**src/rtl/micro_pkg.sv**
```systemverilog
// Shared opcodes, FSM encoding and instruction-field helpers for the parametrised Harvard core.
package micro_pkg;

   localparam logic [3:0] OP_NOP  = 4'h0;
   localparam logic [3:0] OP_LDI  = 4'h1;
   localparam logic [3:0] OP_MOV  = 4'h2;
   localparam logic [3:0] OP_ADD  = 4'h3;
   localparam logic [3:0] OP_SUB  = 4'h4;
   localparam logic [3:0] OP_AND  = 4'h5;
   localparam logic [3:0] OP_OR   = 4'h6;
   localparam logic [3:0] OP_XOR  = 4'h7;
   localparam logic [3:0] OP_LD   = 4'h8;
   localparam logic [3:0] OP_ST   = 4'h9;
   localparam logic [3:0] OP_JMP  = 4'hA;
   localparam logic [3:0] OP_JZ   = 4'hB;
   localparam logic [3:0] OP_JC   = 4'hC;
   localparam logic [3:0] OP_HALT = 4'hD;

   typedef enum logic [1:0] {
      ST_RUN  = 2'd0,
      ST_MEM  = 2'd1,
      ST_HALT = 2'd2
   } state_e;

   // Widest instruction the field helpers accept; callers zero-extend and narrow with a cast.
   localparam int MAX_IW = 128;

   function automatic logic [MAX_IW-1:0] f_op(input logic [MAX_IW-1:0] ins,
                                              input int dw, input int ra);
      return (ins >> (dw + 2*ra)) & MAX_IW'(4'hF);
   endfunction

   function automatic logic [MAX_IW-1:0] f_rd(input logic [MAX_IW-1:0] ins,
                                              input int dw, input int ra);
      return (ins >> (dw + ra)) & ((MAX_IW'(1) << ra) - MAX_IW'(1));
   endfunction

   function automatic logic [MAX_IW-1:0] f_rs(input logic [MAX_IW-1:0] ins,
                                              input int dw, input int ra);
      return (ins >> dw) & ((MAX_IW'(1) << ra) - MAX_IW'(1));
   endfunction

   function automatic logic [MAX_IW-1:0] f_imm(input logic [MAX_IW-1:0] ins,
                                               input int dw);
      return ins & ((MAX_IW'(1) << dw) - MAX_IW'(1));
   endfunction

endpackage

```
**src/rtl/micro_regfile_param.sv**
```systemverilog
// General register file: two combinational read ports, one synchronous write port, async clear.
module micro_regfile_param #(
   parameter int DATA_W = 8,
   parameter int NREG   = 4,
   parameter int RA     = $clog2(NREG)
) (
   input  logic              clk,
   input  logic              rst,
   input  logic              we_i,
   input  logic [RA-1:0]     wa_i,
   input  logic [DATA_W-1:0] wd_i,
   input  logic [RA-1:0]     ra_rd_i,
   input  logic [RA-1:0]     ra_rs_i,
   output logic [DATA_W-1:0] rd_o,
   output logic [DATA_W-1:0] rs_o
);

   logic [DATA_W-1:0] regs_q [NREG];

   always_ff @(posedge clk or posedge rst) begin
      if (rst) begin
         for (int i = 0; i < NREG; i++) begin
            regs_q[i] <= '0;
         end
      end else if (we_i) begin
         regs_q[wa_i] <= wd_i;
      end
   end

   assign rd_o = regs_q[ra_rd_i];
   assign rs_o = regs_q[ra_rs_i];

endmodule

```
**src/rtl/micro_harvard_param.sv**
```systemverilog
// Parametrised Harvard micro core: single-cycle RUN, stalling data-bus access in MEM, sticky HALT.
module micro_harvard_param
   import micro_pkg::*;
#(
   parameter int DATA_W = 8,
   parameter int NREG   = 4,
   parameter int PC_W   = 8,
   parameter int IW     = 4 + 2*$clog2(NREG) + DATA_W
) (
   input  logic              clk,
   input  logic              rst,
   input  logic [IW-1:0]     i_instruccion,
   input  logic [DATA_W-1:0] i_dato,
   input  logic              i_ack,
   output logic [PC_W-1:0]   o_direccion_instruccion,
   output logic [DATA_W-1:0] o_salida_datos,
   output logic [DATA_W-1:0] o_direccion_datos,
   output logic              o_req,
   output logic              RW,
   output logic              o_halt
);

   localparam int RA = $clog2(NREG);

   state_e            state_q, state_d;
   logic [PC_W-1:0]   pc_q, pc_d;
   logic              z_q, z_d;
   logic              c_q, c_d;
   logic              rw_q, rw_d;
   logic [DATA_W-1:0] addr_q, addr_d;
   logic [DATA_W-1:0] wdata_q, wdata_d;
   logic [RA-1:0]     ldrd_q, ldrd_d;

   logic [MAX_IW-1:0] ins_w;
   logic [3:0]        op;
   logic [RA-1:0]     rd_a, rs_a;
   logic [DATA_W-1:0] imm;
   logic [PC_W-1:0]   imm_pc, pc_inc;
   logic [DATA_W-1:0] rd_val, rs_val;

   logic              rf_we;
   logic [RA-1:0]     rf_wa;
   logic [DATA_W-1:0] rf_wd;

   logic [DATA_W:0]   sum_w, dif_w;
   logic [DATA_W-1:0] alu_res;
   logic              alu_c;

   assign ins_w  = MAX_IW'(i_instruccion);
   assign op     = 4'(f_op(ins_w, DATA_W, RA));
   assign rd_a   = RA'(f_rd(ins_w, DATA_W, RA));
   assign rs_a   = RA'(f_rs(ins_w, DATA_W, RA));
   assign imm    = DATA_W'(f_imm(ins_w, DATA_W));
   assign imm_pc = imm[PC_W-1:0];
   assign pc_inc = pc_q + PC_W'(1);

   micro_regfile_param #(
      .DATA_W (DATA_W),
      .NREG   (NREG),
      .RA     (RA)
   ) u_regfile (
      .clk     (clk),
      .rst     (rst),
      .we_i    (rf_we),
      .wa_i    (rf_wa),
      .wd_i    (rf_wd),
      .ra_rd_i (rd_a),
      .ra_rs_i (rs_a),
      .rd_o    (rd_val),
      .rs_o    (rs_val)
   );

   // Zero-extended operands put carry-out / borrow in the extra top bit.
   assign sum_w = {1'b0, rd_val} + {1'b0, rs_val};
   assign dif_w = {1'b0, rd_val} - {1'b0, rs_val};

   always_comb begin
      alu_res = '0;
      alu_c   = 1'b0;
      case (op)
         OP_ADD:  {alu_c, alu_res} = sum_w;
         OP_SUB:  {alu_c, alu_res} = dif_w;
         OP_AND:  alu_res = rd_val & rs_val;
         OP_OR:   alu_res = rd_val | rs_val;
         OP_XOR:  alu_res = rd_val ^ rs_val;
         default: ;
      endcase
   end

   always_comb begin
      state_d = state_q;
      pc_d    = pc_q;
      z_d     = z_q;
      c_d     = c_q;
      rw_d    = rw_q;
      addr_d  = addr_q;
      wdata_d = wdata_q;
      ldrd_d  = ldrd_q;
      rf_we   = 1'b0;
      rf_wa   = rd_a;
      rf_wd   = alu_res;
      case (state_q)
         ST_RUN: begin
            pc_d = pc_inc;
            case (op)
               OP_LDI: begin
                  rf_we = 1'b1;
                  rf_wd = imm;
               end
               OP_MOV: begin
                  rf_we = 1'b1;
                  rf_wd = rs_val;
               end
               OP_ADD, OP_SUB, OP_AND, OP_OR, OP_XOR: begin
                  rf_we = 1'b1;
                  z_d   = (alu_res == '0);
                  c_d   = alu_c;
               end
               OP_LD, OP_ST: begin
                  state_d = ST_MEM;
                  pc_d    = pc_q;
                  addr_d  = imm;
                  rw_d    = (op == OP_ST);
                  ldrd_d  = rd_a;
                  if (op == OP_ST) begin
                     wdata_d = rs_val;
                  end
               end
               OP_JMP: pc_d = imm_pc;
               OP_JZ:  if (z_q) pc_d = imm_pc;
               OP_JC:  if (c_q) pc_d = imm_pc;
               OP_HALT: begin
                  state_d = ST_HALT;
                  pc_d    = pc_q;
               end
               default: ;
            endcase
         end
         // Bus outputs are registers, so they hold on their own until the ack edge.
         ST_MEM: begin
            if (i_ack) begin
               state_d = ST_RUN;
               pc_d    = pc_inc;
               if (!rw_q) begin
                  rf_we = 1'b1;
                  rf_wa = ldrd_q;
                  rf_wd = i_dato;
               end
            end
         end
         default: ;
      endcase
   end

   always_ff @(posedge clk or posedge rst) begin
      if (rst) begin
         state_q <= ST_RUN;
         pc_q    <= '0;
         z_q     <= 1'b0;
         c_q     <= 1'b0;
         rw_q    <= 1'b0;
         addr_q  <= '0;
         wdata_q <= '0;
         ldrd_q  <= '0;
      end else begin
         state_q <= state_d;
         pc_q    <= pc_d;
         z_q     <= z_d;
         c_q     <= c_d;
         rw_q    <= rw_d;
         addr_q  <= addr_d;
         wdata_q <= wdata_d;
         ldrd_q  <= ldrd_d;
      end
   end

   assign o_direccion_instruccion = pc_q;
   assign o_salida_datos          = wdata_q;
   assign o_direccion_datos       = addr_q;
   assign o_req                   = (state_q == ST_MEM);
   assign RW                      = rw_q;
   assign o_halt                  = (state_q == ST_HALT);

endmodule

```
**config.mk**
```make
export PLATFORM = sky130hd
export DESIGN_NAME = micro_harvard_param
export DESIGN_NICKNAME = d
export VERILOG_FILES = /design/src/rtl/micro_pkg.sv /design/src/rtl/micro_regfile_param.sv /design/src/rtl/micro_harvard_param.sv
export SDC_FILE = /design/constraint.sdc
export NUM_CORES = 1
export LEC_CHECK = 0
export ABC_AREA = 0
export BUFFER_PORTS_ARGS = -buffer_cell sky130_fd_sc_hd__buf_2
export CAP_MARGIN = 20
export CORE_ASPECT_RATIO = 1.25
export CORE_UTILIZATION = 39
export CTS_CLUSTER_DIAMETER = 50
export CTS_CLUSTER_SIZE = 40
export DETAILED_ROUTE_END_ITERATION = 10
export GPL_TIMING_DRIVEN = 0
export HOLD_SLACK_MARGIN = 0.15
export SYNTH_ARGS = -nofsm -noshare
export SYNTH_HDL_FRONTEND = slang
export SYNTH_SLANG_ARGS = --single-unit
export TNS_END_PERCENT = 10
```
**constraint.sdc**
```tcl
create_clock -name clk -period 4.4 [get_ports clk]
set_clock_uncertainty 0.1 [all_clocks]
set_input_delay 0.22 -clock clk [delete_from_list [all_inputs] [get_ports clk]]
set_output_delay 0.22 -clock clk [all_outputs]
set_load 0.05 [all_outputs]
```
# [Word level (Yosys, flattened, before mapping)]
# Cells that the tools add are included.
[word_totals] reg_bits=63 inputBits=27 output_inout_bits=27 word_cells=86
[classes] n_addsub=3 order_cmp=4 n_eq_ne=18 n_mux=30 bitwise=6 n_reduce_logical=13
[op_table] cell="two-way mux 8 bit" count=10
[op_table] cell="one-hot mux 8 bit (2 select lines)" count=3
[op_table] cell="one-hot mux 8 bit (5 select lines)" count=1
[op_table] cell="binary-select mux 8 bit (select 2 bit)" count=2
[op_table] cell="bitwise mux 32 bit" count=1
[op_table] cell="one-hot mux 8 bit (4 select lines)" count=1
[op_table] cell="equality test 4 bit (second input constant)" count=6
[op_table] cell="demux 8 bit (select 2 bit)" count=1
[op_table] cell="equality test 4 x 3 -> 1 bit (second input constant)" count=4
[op_table] cell="adder 8 x 8 -> 9 bit" count=1
[op_table] cell=">= comparator 3 bit (second input constant)" count=3
[op_table] cell="inverter 2 -> 3 bit" count=3
[op_table] cell="AND reduction 3 bit" count=3
[op_table] cell="subtractor 8 x 8 -> 9 bit" count=1
[op_table] cell="adder 8 x 1 -> 8 bit (second input constant)" count=1
[op_table] cell="bitwise AND 8 bit" count=1
[op_table] cell="equality test 4 x 2 -> 1 bit (second input constant)" count=2
[op_table] cell="zero test 8 bit" count=1
[op_table] cell="two-way mux 2 bit" count=4
[op_table] cell="bitwise OR 8 bit" count=1
[op_table] cell="one-hot mux 2 bit (2 select lines)" count=2
[op_table] cell="XOR 8 bit" count=1
[op_table] cell="OR reduction 7 bit" count=1
[op_table] cell="OR reduction 5 bit" count=1
[op_table] cell="14 further kinds" count=19

# [Depth between registers and ports, before layout]
[logic_depth] ltp_word=10 ltp_mapped=11 depth_no_buf=10

# [Modules after synthesis]
# From an unflattened synthesis, not the netlist that was laid out.
[unflattened] cells_unflattened=505 hier_area_um2=4634.4
[modules_own_cells] mod="micro_harvard_param" n_inst=1 cells_per_inst=416 area_per_inst_um2=3040.4 seq_area_each_um2=775.7
[modules_own_cells] mod="micro_regfile_param" n_inst=1 cells_per_inst=89 area_per_inst_um2=1594.0 seq_area_each_um2=800.8

# [Worst setup path after synthesis]
# OpenSTA, ideal clock, no wires.
[synth_path] kind="input -> register" startpoint="input port i_instruccion[10]" endpoint="register u_regfile.regs_q[28] (netlist bit)" setup_time_ns=0.125 arrival_time_ns=3.199 required_ns=4.175 slack_ns=0.976 cell_stages=11 n_path_buf=1 cell_sequence="clkbuf_1 mux4_2 inv_1 ha_1 fa_1 nor3_1 o31a_1 or4_1 a221oi_1 nor2_1 mux2_2"
[synth_between] elab_chain_cells=10 word_cells_on_any_way=24 cone_classes="add/sub (2); order compare (2); mux (14); bitwise (5); reduce/logical (1)"
[synth_rtl] item="from (decl)" line_no="micro_harvard_param.sv:12" rtl="input logic [IW-1:0] i_instruccion,"
[synth_rtl] item="inverter 2 -> 3 bit (not written as such)" line_no="micro_regfile_param.sv:30" rtl="assign rd_o = regs_q[ra_rd_i];"
[synth_rtl] item="binary-select mux 8 bit (select 2 bit)" line_no="micro_regfile_param.sv:30"
[synth_rtl] item="two-way mux 8 bit (not written as such) (2 in a row)" line_no="micro_regfile_param.sv:30"
[synth_rtl] item="subtractor 8 x 8 -> 9 bit, or another cell as far along" line_no="micro_harvard_param.sv:75" rtl="assign dif_w = {1'b0, rd_val} - {1'b0, rs_val};"
[synth_rtl] item="one-hot mux 8 bit (5 select lines)" line_no="micro_harvard_param.sv:80" rtl="case (op)"
[synth_rtl] item="two-way mux 8 bit" line_no="micro_harvard_param.sv:144" rtl="if (!rw_q) begin"
[synth_rtl] item="two-way mux 8 bit" line_no="micro_harvard_param.sv:141" rtl="if (i_ack) begin"
[synth_rtl] item="one-hot mux 8 bit (2 select lines)" line_no="micro_harvard_param.sv:102" rtl="case (state_q)"
[synth_rtl] item="bitwise mux 32 bit (*)" line_no="micro_regfile_param.sv:26" rtl="regs_q[wa_i] <= wd_i;"
[synth_rtl] item="to (signal, indexed assignment)" line_no="micro_regfile_param.sv:26"
[synth_rtl] item="to (decl)" line_no="micro_regfile_param.sv:18" rtl="logic [DATA_W-1:0] regs_q [NREG];"
# Mark *: on every way between the ends. The rest lies on a longest branch, timed or not. The select of a mux whose other input is x is not followed.
# A chain may end at the register's enable or synchronous reset.

# [Worst setup path in the final report]
# Same ends and word-level chain as after synthesis.

==> flow_summary.yaml <==
route:
  vias_per_cell: 5.812
  drc: 0
  final_antenna_net_count: 0
  wl_um: 13820
  num_vias: 4150
  drt-pass1-iter-count: 5
  drt_iter0_markers: 267
  wl_per_cell_um: 19.36
synthesis:
  synth-seq-cells: 63
  synth_largest_area_cell: "dfrtp_1"
  synth_fp_nets: 532
  synthCells: 477
  yosys_warnings: 0
  synth_top_area_share_pct: 34.05
  synthArstFlopShare_pct: 100.0
  ys.flop_type: "dfrtp_1"
  avgSynthCellArea_um2: 9.705
  synth_cell_type_count: 64
  yosys-top-cells-area: "dfrtp_1, mux4_2, mux2_2, ha_1, o21ai_0"
  ys_seq_area_share_pct: 34.05
  synthesis.area_um2: 4629
  synth_edf_count: 0
clock_tree:
  path_clk_slew_ps: 60
  cts_setup_buffers: 0
  cts-root-buf: "clkbuf_16"
  cts_resized: 0
  cts_hold_buffers: 8
  clockBufferDepth: 2
  tritoncts: "done"
  clkLatencyLatePin_ps: 340
  cts_buffers: 9
  cts_num_sinks: 63
  cts_max_level: 3
run:
  maxCapViolCount: 0
pwr:
  comb_power_share_pct: 14.3
  worst_ir_drop_vdd_mv: 0.2114
  p_sw_uw: 426.7
  clkPwrFrac_pct: 46.8
  power.density_nw_per_um2: 283.0
  seqPwrFrac_pct: 38.9
  internal-power_mw: 1.126
  total_power_mw: 1.553
  netSwitchingFraction_pct: 27.48
  leakage_nw: 2.427
floorplan:
  dieArea_um2: 12310
  core_area_um2: 11620
  ioPinCount: 54
  chipWidth_um: 99.45
  rows: 44
  die_h_um: 123.8
  start_util_pct: 39.85
sta:
  rsz0062_at_grt: "no"
  fin_setup_tns_ps: 0
  worst_pin_slew_ps: 914.1
  slew_viol_final: 0
  min_period_ps: 3756
  hold_viol: 0
  fin_crit_sh_pct: 85.35
  finalSetupViolCount: 0
  relSlewSlack_pct: 38.23
  max_freq_ghz: 0.2663
grt:
  grt.total_usage_pct: 23.72
  grt_overflow: 0
  antenna_found_initial: 0
  grt_pass1_wl_um: 21890
  grt_max_degree: 40
  grt_pass1_vias: 4121
worst_setup_path:
  crit_family: "multiplexers"
  critPathLaunch: "i_instruccion[10]"
  critical-path-max-stage-delay_ps: 630
  worstPathMaxFanout: 10
  worstPathArrival_ps: 3880
  path_buf_inv: 3
  crit_type: "in -> reg"
  slowest_stage: "mux4_2"
  start_kind: "input pin"
  critPathRequiredTime_ps: 4520
  path_cells: "buf_2, clkbuf_1, mux4_2, inv_1, ha_1, fa_1, nor3_1, o31a_1, or4_1, a221oi_1, nor2_1, mux2_2"
  crit_path_end_kind: "register"
  timing.rr.start: "u_regfile.regs_q[0]"
layout:
  final_cell_mix: "dfrtp_1, buf_2, nor2_1"
  final_layout_size_suffix_gt1_share_pct: 24.59
  mostFrequentLayoutCell: "dfrtp_1"
  post-route-util_pct: 47.22
  multi_input_area_um2: 2819
  fillers: 1143
  n_antenna_cell: 0
  layout.nets: 603
  seq_area_um2: 1577
  syn2layout_area_growth_pct: 18.49
min_path:
  hold_start: "i_instruccion[6]"
  hold_path.class: "in -> reg"
placed_design:
  routabilityCongestion: 0.9245
  io_buffers: 50
  hpwl_um: 10610
outcome:
  status: "finished clean"
[stage by stage]
stage          worst slack [ps]  std cells  hold WS [ps]  instance area [um2]
3_3_place_gp              302.8        688         359.6                 5081
3_5_place_dp              282.5        689         217.2                 5101
6_report                  644.4        714         144.0                 5485
4_1_cts                   634.4        713         160.9                 5480
2_1_floorplan             976.4        477         268.5                 4629
5_1_grt                   394.9        714         166.3                 5485
[power by group through the flow]
stage	clock, mW	combinational, mW	sequential [mW]
detailed placement	0	0.215	0.613
global placement	0	0.210	0.613
floorplan	0	0.133	0.628
CTS	0.733	0.221	0.603
global route	0.755	0.242	0.605
finish	0.727	0.222	0.604
[state kept, by name, summed over array words and instances, names as in the netlist]
| signal | cells |
|---|---|
| o_direccion_instruccion | 8 |
| z_q | 1 |
| state_q | 2 |
| u_regfile.regs_q | 32 |
| RW | 1 |
| o_salida_datos | 8 |
| c_q | 1 |
| ldrd_q | 2 |
| o_direccion_datos | 8 |
[kinds of logic after synthesis]
group	share of synthesized area [%]
AND/OR/NAND/NOR	16.76
AO/OA/AOI/OAI	18.95
XOR/XNOR	0.1892
multiplexers	17.11
adder cells (fa/ha/maj)	7.892
buffers and inverters	5.054
flip-flops	34.05
[final cells by class]
| cell class | count | area share (%) |
|---|---|---|
| buffer | 27 | 2.144 |
| clock buffer | 10 | 4.357 |
| clock inverter | 6 | 1.095 |
| inverter | 31 | 2.121 |
| multi-input combinational | 356 | 51.39 |
| sequential | 63 | 28.74 |
| tap | 161 | 3.672 |
| timing repair buffer | 60 | 6.478 |
[synth_stat cells (3+ instances only)]
master and instances:
dfrtp_1 63, nor2_1 37, inv_1 31, mux2_2 31, o21ai_0 31, nand2_1 27, ha_1 26, a21oi_1 17
mux4_2 17, clkbuf_1 15, nand3_1 13, nor2b_1 12, a31oi_1 11, buf_2 10, nor3_1 9, nand2b_1 8
a22o_1 7, mux2i_1 6, o21a_1 6, a22oi_1 5, a2bb2oi_1 5, and3_1 5, a221oi_1 4, a41oi_1 4
nand4_1 4, o22ai_1 4, o31a_1 4, or3_1 4, or4_1 4, a21o_1 3, nand3b_1 3, nand4bb_1 3
nor3b_1 3, o2111ai_1 3, o31ai_1 3
[layer usage]
metal  track usage (%)  up-vias  share of wire [%]
met4             11.21        0                3.4
met5                 0        -                  0
met1             28.97     2078                 42
li1                  -     1927                  -
met2             41.49      113                 51
met3             3.255       32                3.6
[final timing paths]
| path | to | depth (start not counted) | slack, ps |
|---|---|---|---|
| worst max-delay path | u_regfile.regs_q[28] | 12 | 640 |
| worst min-delay path | o_direccion_datos[6] | 2 | 140 |
| worst max register to register | u_regfile.regs_q[28] | 9 | 890 |
| worst min register to register | o_salida_datos[1] | 2 | 370 |
| max in group asynchronous | u_regfile.regs_q[23] | 4 | 3200 |
| min in group asynchronous | o_direccion_datos[0] | 3 | 380 |
Note: power is estimated with default switching activity, not from simulation.
